**src/rtl/dmem_arbiter.sv**
```systemverilog
// Two-port round-robin arbiter and sequencer in front of a single-port data memory.
// Byte-enable stores are performed as a read-modify-write; outputs are registered.
module dmem_arbiter #(
  parameter int unsigned DEPTH_WORDS = 32'd1024
) (
  input  logic        i_clk,
  input  logic        i_rst,
  input  logic        i_req0,
  input  logic        i_req1,
  input  logic        i_we0,
  input  logic        i_we1,
  input  logic [31:0] i_addr0,
  input  logic [31:0] i_addr1,
  input  logic [31:0] i_wdata0,
  input  logic [31:0] i_wdata1,
  input  logic [3:0]  i_be0,
  input  logic [3:0]  i_be1,
  output logic [31:0] o_rdata0,
  output logic [31:0] o_rdata1,
  output logic        o_ack0,
  output logic        o_ack1,
  output logic        o_err0,
  output logic        o_err1,
  output logic        o_mem_read,
  output logic        o_mem_write,
  output logic [31:0] o_mem_addr,
  output logic [31:0] o_mem_wdata,
  input  logic [31:0] i_mem_rdata
);

  localparam logic [2:0] ST_IDLE   = 3'd0;
  localparam logic [2:0] ST_ACCESS = 3'd1;
  localparam logic [2:0] ST_RMW_RD = 3'd2;
  localparam logic [2:0] ST_RMW_WR = 3'd3;
  localparam logic [2:0] ST_DONE   = 3'd4;

  localparam logic [33:0] LP_LIMIT = 34'(DEPTH_WORDS) << 2;

  function automatic logic [31:0] f_merge(input logic [31:0] old_word,
                                          input logic [31:0] new_word,
                                          input logic [3:0]  be);
    logic [31:0] res;
    res = 32'h0000_0000;
    for (int i = 0; i < 4; i++) begin
      res[8*i +: 8] = be[i] ? new_word[8*i +: 8] : old_word[8*i +: 8];
    end
    return res;
  endfunction

  logic [2:0]  r_state;
  logic        r_last_grant;
  logic        r_gnt;
  logic        r_we;
  logic [31:2] r_addr;
  logic [31:0] r_wdata;
  logic [3:0]  r_be;
  logic        r_ack0, r_ack1, r_err0, r_err1;
  logic [31:0] r_rdata0, r_rdata1;
  logic        r_mem_read, r_mem_write;
  logic [31:0] r_mem_addr, r_mem_wdata;

  logic        w_any, w_sel, w_in_we, w_in_err;
  logic [31:0] w_in_addr, w_in_wdata;
  logic [3:0]  w_in_be;

  logic [2:0]  w_state_nxt;
  logic        w_last_grant_nxt, w_gnt_nxt, w_we_nxt;
  logic [31:2] w_addr_nxt;
  logic [31:0] w_wdata_nxt;
  logic [3:0]  w_be_nxt;
  logic        w_ack_nxt, w_err_nxt, w_mem_read_nxt, w_mem_write_nxt;
  logic [31:0] w_rdata_nxt, w_mem_addr_nxt, w_mem_wdata_nxt;

  assign w_any      = i_req0 | i_req1;
  assign w_in_we    = w_sel ? i_we1    : i_we0;
  assign w_in_addr  = w_sel ? i_addr1  : i_addr0;
  assign w_in_wdata = w_sel ? i_wdata1 : i_wdata0;
  assign w_in_be    = w_sel ? i_be1    : i_be0;
  assign w_in_err   = (w_in_addr[1:0] != 2'b00) || ({2'b00, w_in_addr} >= LP_LIMIT);

  // Round-robin port selection: contention goes to the port not served last.
  always_comb begin
    w_sel = 1'b0;
    if (i_req0 && i_req1) begin
      w_sel = ~r_last_grant;
    end else if (i_req1) begin
      w_sel = 1'b1;
    end else begin
      w_sel = 1'b0;
    end
  end

  // Next-state and next-output decode; outputs are computed one cycle ahead.
  always_comb begin
    w_state_nxt      = r_state;
    w_last_grant_nxt = r_last_grant;
    w_gnt_nxt        = r_gnt;
    w_we_nxt         = r_we;
    w_addr_nxt       = r_addr;
    w_wdata_nxt      = r_wdata;
    w_be_nxt         = r_be;
    w_ack_nxt        = 1'b0;
    w_err_nxt        = 1'b0;
    w_rdata_nxt      = 32'h0000_0000;
    w_mem_read_nxt   = 1'b0;
    w_mem_write_nxt  = 1'b0;
    w_mem_addr_nxt   = 32'h0000_0000;
    w_mem_wdata_nxt  = 32'h0000_0000;
    case (r_state)
      ST_IDLE: begin
        if (w_any) begin
          w_last_grant_nxt = w_sel;
          w_gnt_nxt        = w_sel;
          w_we_nxt         = w_in_we;
          w_addr_nxt       = w_in_addr[31:2];
          w_wdata_nxt      = w_in_wdata;
          w_be_nxt         = w_in_be;
          if (w_in_err) begin
            w_state_nxt = ST_DONE;
            w_ack_nxt   = 1'b1;
            w_err_nxt   = 1'b1;
          end else if (w_in_we && (w_in_be == 4'h0)) begin
            w_state_nxt = ST_DONE;
            w_ack_nxt   = 1'b1;
          end else if (!w_in_we || (w_in_be == 4'hF)) begin
            w_state_nxt     = ST_ACCESS;
            w_mem_read_nxt  = ~w_in_we;
            w_mem_write_nxt = w_in_we;
            w_mem_addr_nxt  = {w_in_addr[31:2], 2'b00};
            w_mem_wdata_nxt = w_in_we ? w_in_wdata : 32'h0000_0000;
          end else begin
            w_state_nxt    = ST_RMW_RD;
            w_mem_read_nxt = 1'b1;
            w_mem_addr_nxt = {w_in_addr[31:2], 2'b00};
          end
        end else begin
          w_state_nxt = ST_IDLE;
        end
      end
      ST_ACCESS: begin
        w_state_nxt = ST_DONE;
        w_ack_nxt   = 1'b1;
        w_rdata_nxt = r_we ? 32'h0000_0000 : i_mem_rdata;
      end
      ST_RMW_RD: begin
        // Old word is merged straight into the registered write data.
        w_state_nxt     = ST_RMW_WR;
        w_mem_write_nxt = 1'b1;
        w_mem_addr_nxt  = {r_addr, 2'b00};
        w_mem_wdata_nxt = f_merge(i_mem_rdata, r_wdata, r_be);
      end
      ST_RMW_WR: begin
        w_state_nxt = ST_DONE;
        w_ack_nxt   = 1'b1;
      end
      ST_DONE: begin
        w_state_nxt = ST_IDLE;
      end
      default: begin
        w_state_nxt = ST_IDLE;
      end
    endcase
  end

  // State, request capture and registered outputs.
  always_ff @(posedge i_clk) begin
    if (i_rst) begin
      r_state      <= ST_IDLE;
      r_last_grant <= 1'b1;
      r_gnt        <= 1'b0;
      r_we         <= 1'b0;
      r_addr       <= 30'h0000_0000;
      r_wdata      <= 32'h0000_0000;
      r_be         <= 4'h0;
      r_ack0       <= 1'b0;
      r_ack1       <= 1'b0;
      r_err0       <= 1'b0;
      r_err1       <= 1'b0;
      r_rdata0     <= 32'h0000_0000;
      r_rdata1     <= 32'h0000_0000;
      r_mem_read   <= 1'b0;
      r_mem_write  <= 1'b0;
      r_mem_addr   <= 32'h0000_0000;
      r_mem_wdata  <= 32'h0000_0000;
    end else begin
      r_state      <= w_state_nxt;
      r_last_grant <= w_last_grant_nxt;
      r_gnt        <= w_gnt_nxt;
      r_we         <= w_we_nxt;
      r_addr       <= w_addr_nxt;
      r_wdata      <= w_wdata_nxt;
      r_be         <= w_be_nxt;
      r_ack0       <= w_ack_nxt & ~w_gnt_nxt;
      r_ack1       <= w_ack_nxt &  w_gnt_nxt;
      r_err0       <= w_err_nxt & ~w_gnt_nxt;
      r_err1       <= w_err_nxt &  w_gnt_nxt;
      r_rdata0     <= w_gnt_nxt ? 32'h0000_0000 : w_rdata_nxt;
      r_rdata1     <= w_gnt_nxt ? w_rdata_nxt : 32'h0000_0000;
      r_mem_read   <= w_mem_read_nxt;
      r_mem_write  <= w_mem_write_nxt;
      r_mem_addr   <= w_mem_addr_nxt;
      r_mem_wdata  <= w_mem_wdata_nxt;
    end
  end

  assign o_ack0      = r_ack0;
  assign o_ack1      = r_ack1;
  assign o_err0      = r_err0;
  assign o_err1      = r_err1;
  assign o_rdata0    = r_rdata0;
  assign o_rdata1    = r_rdata1;
  assign o_mem_read  = r_mem_read;
  // Gated so a reset landing on a write cycle never commits the word.
  assign o_mem_write = r_mem_write & ~i_rst;
  assign o_mem_addr  = r_mem_addr;
  assign o_mem_wdata = r_mem_wdata;

endmodule

```
**config.mk**
```make
export PLATFORM = sky130hd
export DESIGN_NAME = dmem_arbiter
export DESIGN_NICKNAME = d
export VERILOG_FILES = /design/src/rtl/dmem_arbiter.sv
export SDC_FILE = /design/constraint.sdc
export NUM_CORES = 1
export LEC_CHECK = 0
export ABC_AREA = 1
export BUFFER_PORTS_ARGS = -buffer_cell sky130_fd_sc_hd__clkbuf_2
export CORE_UTILIZATION = 35
export DETAILED_ROUTE_END_ITERATION = 8
export GPL_TIMING_DRIVEN = 0
export SYNTH_ARGS = -nofsm -noshare
export SYNTH_HDL_FRONTEND = slang
export SYNTH_SLANG_ARGS = --single-unit
export TNS_END_PERCENT = 100
```
**constraint.sdc**
```tcl
create_clock -name i_clk -period 3.2 [get_ports i_clk]
set_input_delay 0.32 -clock i_clk [delete_from_list [all_inputs] [get_ports i_clk]]
set_output_delay 0.32 -clock i_clk [all_outputs]
set_load 0.01 [all_outputs]
```
Word level (Yosys, flattened, before mapping)
Index checks and enable logic that the tools add are counted.

cells by class
  muxes and demuxes = 42
  reduce and logical (&&, ||, !) cells = 13
  magnitude comparators = 1
  equal/unequal tests = 4
  bitwise gates (word level) = 12

operator list
  cell                                                                      number
  32-bit two-way mux                                                        12
  32-bit one-hot mux with 2 select lines                                    2
  32-bit by 13-bit >= comparator with 1-bit output (second input constant)  1
  8-bit two-way mux                                                         4
  1-bit two-way mux                                                         16
  3-bit two-way mux                                                         3
  3-bit one-hot mux with 3 select lines                                     1
  3-bit by 2-bit equality test with 1-bit output (second input constant)    2
  1-bit NOT                                                                 6
  2-bit OR reduction                                                        3
  1-bit bitwise AND                                                         5
  5-bit OR reduction                                                        1
  4-bit equality test (second input constant)                               1
  4-bit zero test                                                           1
  4-bit two-way mux                                                         1
  1-bit one-hot mux with 2 select lines                                     2
  3-bit by 1-bit equality test with 1-bit output (second input constant)    1
  3-bit zero test                                                           1
  1-bit logical AND                                                         2
  1-bit logical OR                                                          2
  2-bit two-way mux                                                         1
  2-bit AND reduction                                                       1
  2-bit nonzero test                                                        1
  1-bit zero test                                                           1
  1-bit bitwise OR                                                          1

storage, ports and cells
  logic and storage cells = 89
  output and inout bits = 134
  flip-flop bits (word level) = 206
  input port bits = 174

Depth between registers and ports, before layout
  depth in word-level cells = 10
  mapped depth = 13

Worst setup path before layout
Ideal clock, no wire load.

  path type = input-to-reg
  start = input i_req1
  end = register r_mem_wdata[10], in the netlist o_mem_wdata[10]
  arrival = 1,765 ps
  stages on the path = 12
  setup slack = 1,364 ps
  cell sequence = buf_4 -> nand2_4 -> buf_8 -> buf_6 -> nand2_1 -> o21ai_1 -> nor2_1 -> nand4_1 -> nor2_4 -> buf_4 -> nand3_2 -> a21oi_2

on the way
  cells in the longest elaborated chain, start to end = 10
  elaborated cells on any way between the ends = 22
  classes of those cells = order compare: 1; eq/ne: 1; mux: 12; bitwise: 1; reduce/logical: 7

ends and longest elaborated chain
  element                                                                                                   RTL line  RTL
  from (decl)                                                                                               9         input logic i_req1,
  parallel branches: the longest is 8 deep, another holds 32-bit by 13-bit >= comparator with 1-bit output  --
  32-bit two-way mux *                                                                                      111       if (w_any) begin
  32-bit one-hot mux with 2 select lines *                                                                  109       case (r_state)
  to (signal assigned)                                                                                      202       r_mem_wdata <= w_mem_wdata_nxt;
  to (decl)                                                                                                 60        logic [31:0] r_mem_addr, r_mem_wdata;

Every way passes the cells marked *.
A chain may end at the register's enable or synchronous reset.

Final worst setup path
  start = register r_last_grant
  end = register r_mem_wdata[2], in the netlist o_mem_wdata[2]

on the way
  cells in the longest elaborated chain, start to end = 10
  elaborated cells on any way between the ends = 20
  classes of those cells = order compare: 1; eq/ne: 1; mux: 11; bitwise: 1; reduce/logical: 6

ends and longest elaborated chain
  element                                                                                                   RTL line  RTL
  from (decl)                                                                                               51        logic r_last_grant;
  from (signal assigned)                                                                                    187       r_last_grant <= w_last_grant_nxt;
  1-bit NOT *                                                                                               85        w_sel = ~r_last_grant;
  1-bit two-way mux *                                                                                       84        if (i_req0 && i_req1) begin
  parallel branches: the longest is 5 deep, another holds 32-bit by 13-bit >= comparator with 1-bit output  --
  32-bit two-way mux *                                                                                      118       if (w_in_err) begin
  32-bit two-way mux *                                                                                      111
  32-bit one-hot mux with 2 select lines *                                                                  109

Marked as above.

==> summary.md <==
| Metric | Value |
|---|---|
| Status | `finished clean` |
| IO Pins | `308` |
| Adder-Cell Fraction of Synth Area | `0%` |
| RD Place Congestion | `0.8144` |
| Post-synth EDFFs | `0` |
| Data required, critical path | `3540 ps` |
| Count of cell types in the netlist | `34` |
| Post-synth top cells | `306 x nand2_1, 204 x dfxtp_1, 86 x inv_1, 76 x a21oi_1, 72 x o21ai_0` |
| Dpl hpwl | `20530 um` |
| Total wire length | `27710 um` |
| DR vias | `8111` |
| Average size of a mapped cell | `7.718 um2` |
| Synth async-reset ratio | `0%` |
| Post-layout util | `47.06%` |
| P_leak | `5.029 nW` |
| Max-cap violation count | `0` |
| Largest fanout on the critical path | `10` |
| Max Fclk | `424.0 MHz` |
| CTS tree | `yes` |
| Cts hold-fix bufs | `0` |
| Gate Count Post-Synth | `1093` |
| Port bufs | `303` |
| Post-place setup slack | `558.3 ps` |
| GRT overflow | `0` |
| Area of the multi-input gates | `0.003620 mm2` |
| DRC | `0` |
| Antenna Nets Post-Route | `0` |
| Critical R2R Launch | `r_last_grant` |
| Synthesis-stage register bit count | `204` |
| Initial Util | `35.83%` |
| CTS Buf Count | `23` |
| Final Cycle Share | `73.70%` |
| Area Overhead vs Synth | `31.33%` |
| Max VDD drop | `0.2936 mV` |
| Avg Vias per Cell | `4.624` |
| Core area | `0.02354 mm2` |
| Router iterations before antenna repair | `7` |
| Post-synthesis compound-gate area fraction | `13.41%` |
| Yosys top cell area share | `48.41%` |
| Die Y | `157.2 um` |
| Setup crit start kind | `flop` |
| Worst hold path class | `in2reg` |
| RSZ-0062 raised after global routing | `no` |
| Ratio of cells with drive above 1 in the final layout | `31.22%` |
| Clock Skew | `8.374 ps` |
| Number of global-route vias before repair | `7580` |
| Fin. Hold Viols | `0` |
| Clk Latency, worst-skew pair | `500 ps` |
| Register area | `0.004084 mm2` |
| R2R setup slack | `840 ps` |
| Slew @ Worst Pin | `911.5 ps` |
| Clk slew on worst S/H paths | `60 ps` |
| Die area | `0.02473 mm2` |
| Worst Hold Path EP | `o_rdata0[11]` |
| Setup TNS | `0 ps` |
| Count leader, synth | `nand2_1` |
| Clk buf depth | `3` |
| Netlist Area Pre-Place | `0.008436 mm2` |
| Post-synthesis sequential area ratio | `48.41%` |
| CTS root buf | `clkbuf_16` |
| Max transition margin | `39.23%` |
| Critical path class | `reg2reg` |
| Power per cell area | `536.0 mW/mm2` |
| Clk sinks | `204` |
| Ant. Diodes | `0` |
| Post-CTS Setup Bufs | `0` |
| Nets | `1596` |
| Initial antenna violation count | `1` |
| Num rows | `56` |
| Gr usage total | `22.04%` |
| Slew Viols, Final | `0` |
| Largest net degree at the start of global routing | `13` |
| Worst R2R End | `o_mem_wdata[2]` |
| Largest family of logic cells by synthesized area | `simple AND/OR/NAND/NOR gates` |
| H-Tree Depth | `1` |
| First-pass GRT wire length | `41690 um` |
| Average wire per standard cell | `15.80 um` |
| Fillers | `2427` |
| Die Width | `157.2 um` |
| Number of setup violations in the final report | `0` |
| Min Clock Period, post-route | `2358 ps` |
| Yosys top cell by area | `dfxtp_1` |
| Hold_sp | `i_mem_rdata[11]` |
| Post-cts resize count | `0` |
| Worst setup margin | `841.5 ps` |
| Primary FF master, synth | `dfxtp_1` |
| XOR/XNOR share of the synthesized area | `0%` |
| Multiplexer share of the synthesized area | `0%` |
| Reg2reg path depth | `10` |
| Post-Synth Simple-Gate Area | `29.41%` |
| DR iter-0 viols | `390` |
| Largest cells by area after synthesis | `dfxtp_1 48%, nand2_1 14%, nand3_2 4.6%, a21oi_1 4.5%, o21ai_0 4.3%` |
| Critical Path AT | `2700 ps` |
| Crit path capture type | `flop` |
| YS warnings | `0` |
| Hold Crit Depth | `3` |
## worst max-delay path by stage
stage | startpoint | end | slack, ps
5_1_grt | r_state[2] | o_rdata0[29] | 610
6_report | r_last_grant | o_mem_wdata[2] | 840
2_1_floorplan | i_req1 | o_mem_wdata[10] | 1360
3_3_place_gp | i_req1 | o_rdata0[29] | 590
3_5_place_dp | i_req1 | o_ack0 | 560
4_1_cts | r_state[2] | o_err0 | 780
## routing by layer
layer	routed length, um	GRT usage, %	up-vias
met5	13	0	-
met4	421	4.485	2
met3	1521	3.744	28
met2	13530	38.52	219
met1	12230	28.37	3732
li1	-	-	4130
## critical path: stages (launching register included)
cell,delay [ps]
dfxtp_1,330
nand2_4,130
nand2_4,80
buf_2,180
o21ai_0,530
nand3_1,220
nor3_4,300
nor2_8,130
buf_6,180
nand3_2,70
a21oi_2,50
## cell families (layout without fill, tap and decap cells)
kind of cell           Yosys count  in the layout
buffers and inverters          171            512
AO/OA/AOI/OAI                  195            195
AND/OR/NAND/NOR                522            522
flip-flops                     204            204
other                            1              2
## state kept, by name (all words and copies together), names as in the netlist, 3 cells and up
signal       flops
o_mem_wdata     32
o_rdata0        32
o_rdata1        32
r_wdata         32
o_mem_addr      30
r_addr          30
r_be             4
r_state          3
## layout by cell type, fill, tap and decap left out, types with 4 or more instances in the layout
cell type	n
dfxtp_1	204
o21ai_1	4
nand2_1	306
clkbuf_16	23
buf_6	5
a21oi_2	37
nand3_2	39
and2_0	32
inv_1	86
buf_4	6
clkbuf_1	62
a21oi_1	76
nand3_1	24
buf_2	9
clkbuf_2	303
nor3_1	64
o21ai_0	72
nor2_1	43
## area by class of cell
type | instances | area share (%)
Buffer | 81 | 3.592
Clock buffer | 32 | 5.771
Clock inverter | 6 | 0.7567
Inverter | 90 | 3.049
Multi-Input combinational cell | 719 | 32.67
Sequential cell | 204 | 36.86
Tap cell | 319 | 3.603
Timing Repair Buffer | 303 | 13.69
## through the flow
step	instances	total power, mW	area (um2)	hold slack, ps
floorplan	1094	3.147	8439	419.1
global placement	1716	3.434	10350	422.2
detailed placement	1716	3.444	10350	426.8
CTS	1754	6.002	11080	73.43
global route	1754	6.188	11080	79.68
finish	1754	5.938	11080	87.98
## report_power, final
part	switching, mW	internal (mW)	leakage, nW
sequential	0.0396	2.63	1.66
clock	1.00	1.55	0.357
combinational	0.476	0.243	3.01
No activity file was read; power rests on OpenSTA's default activity.
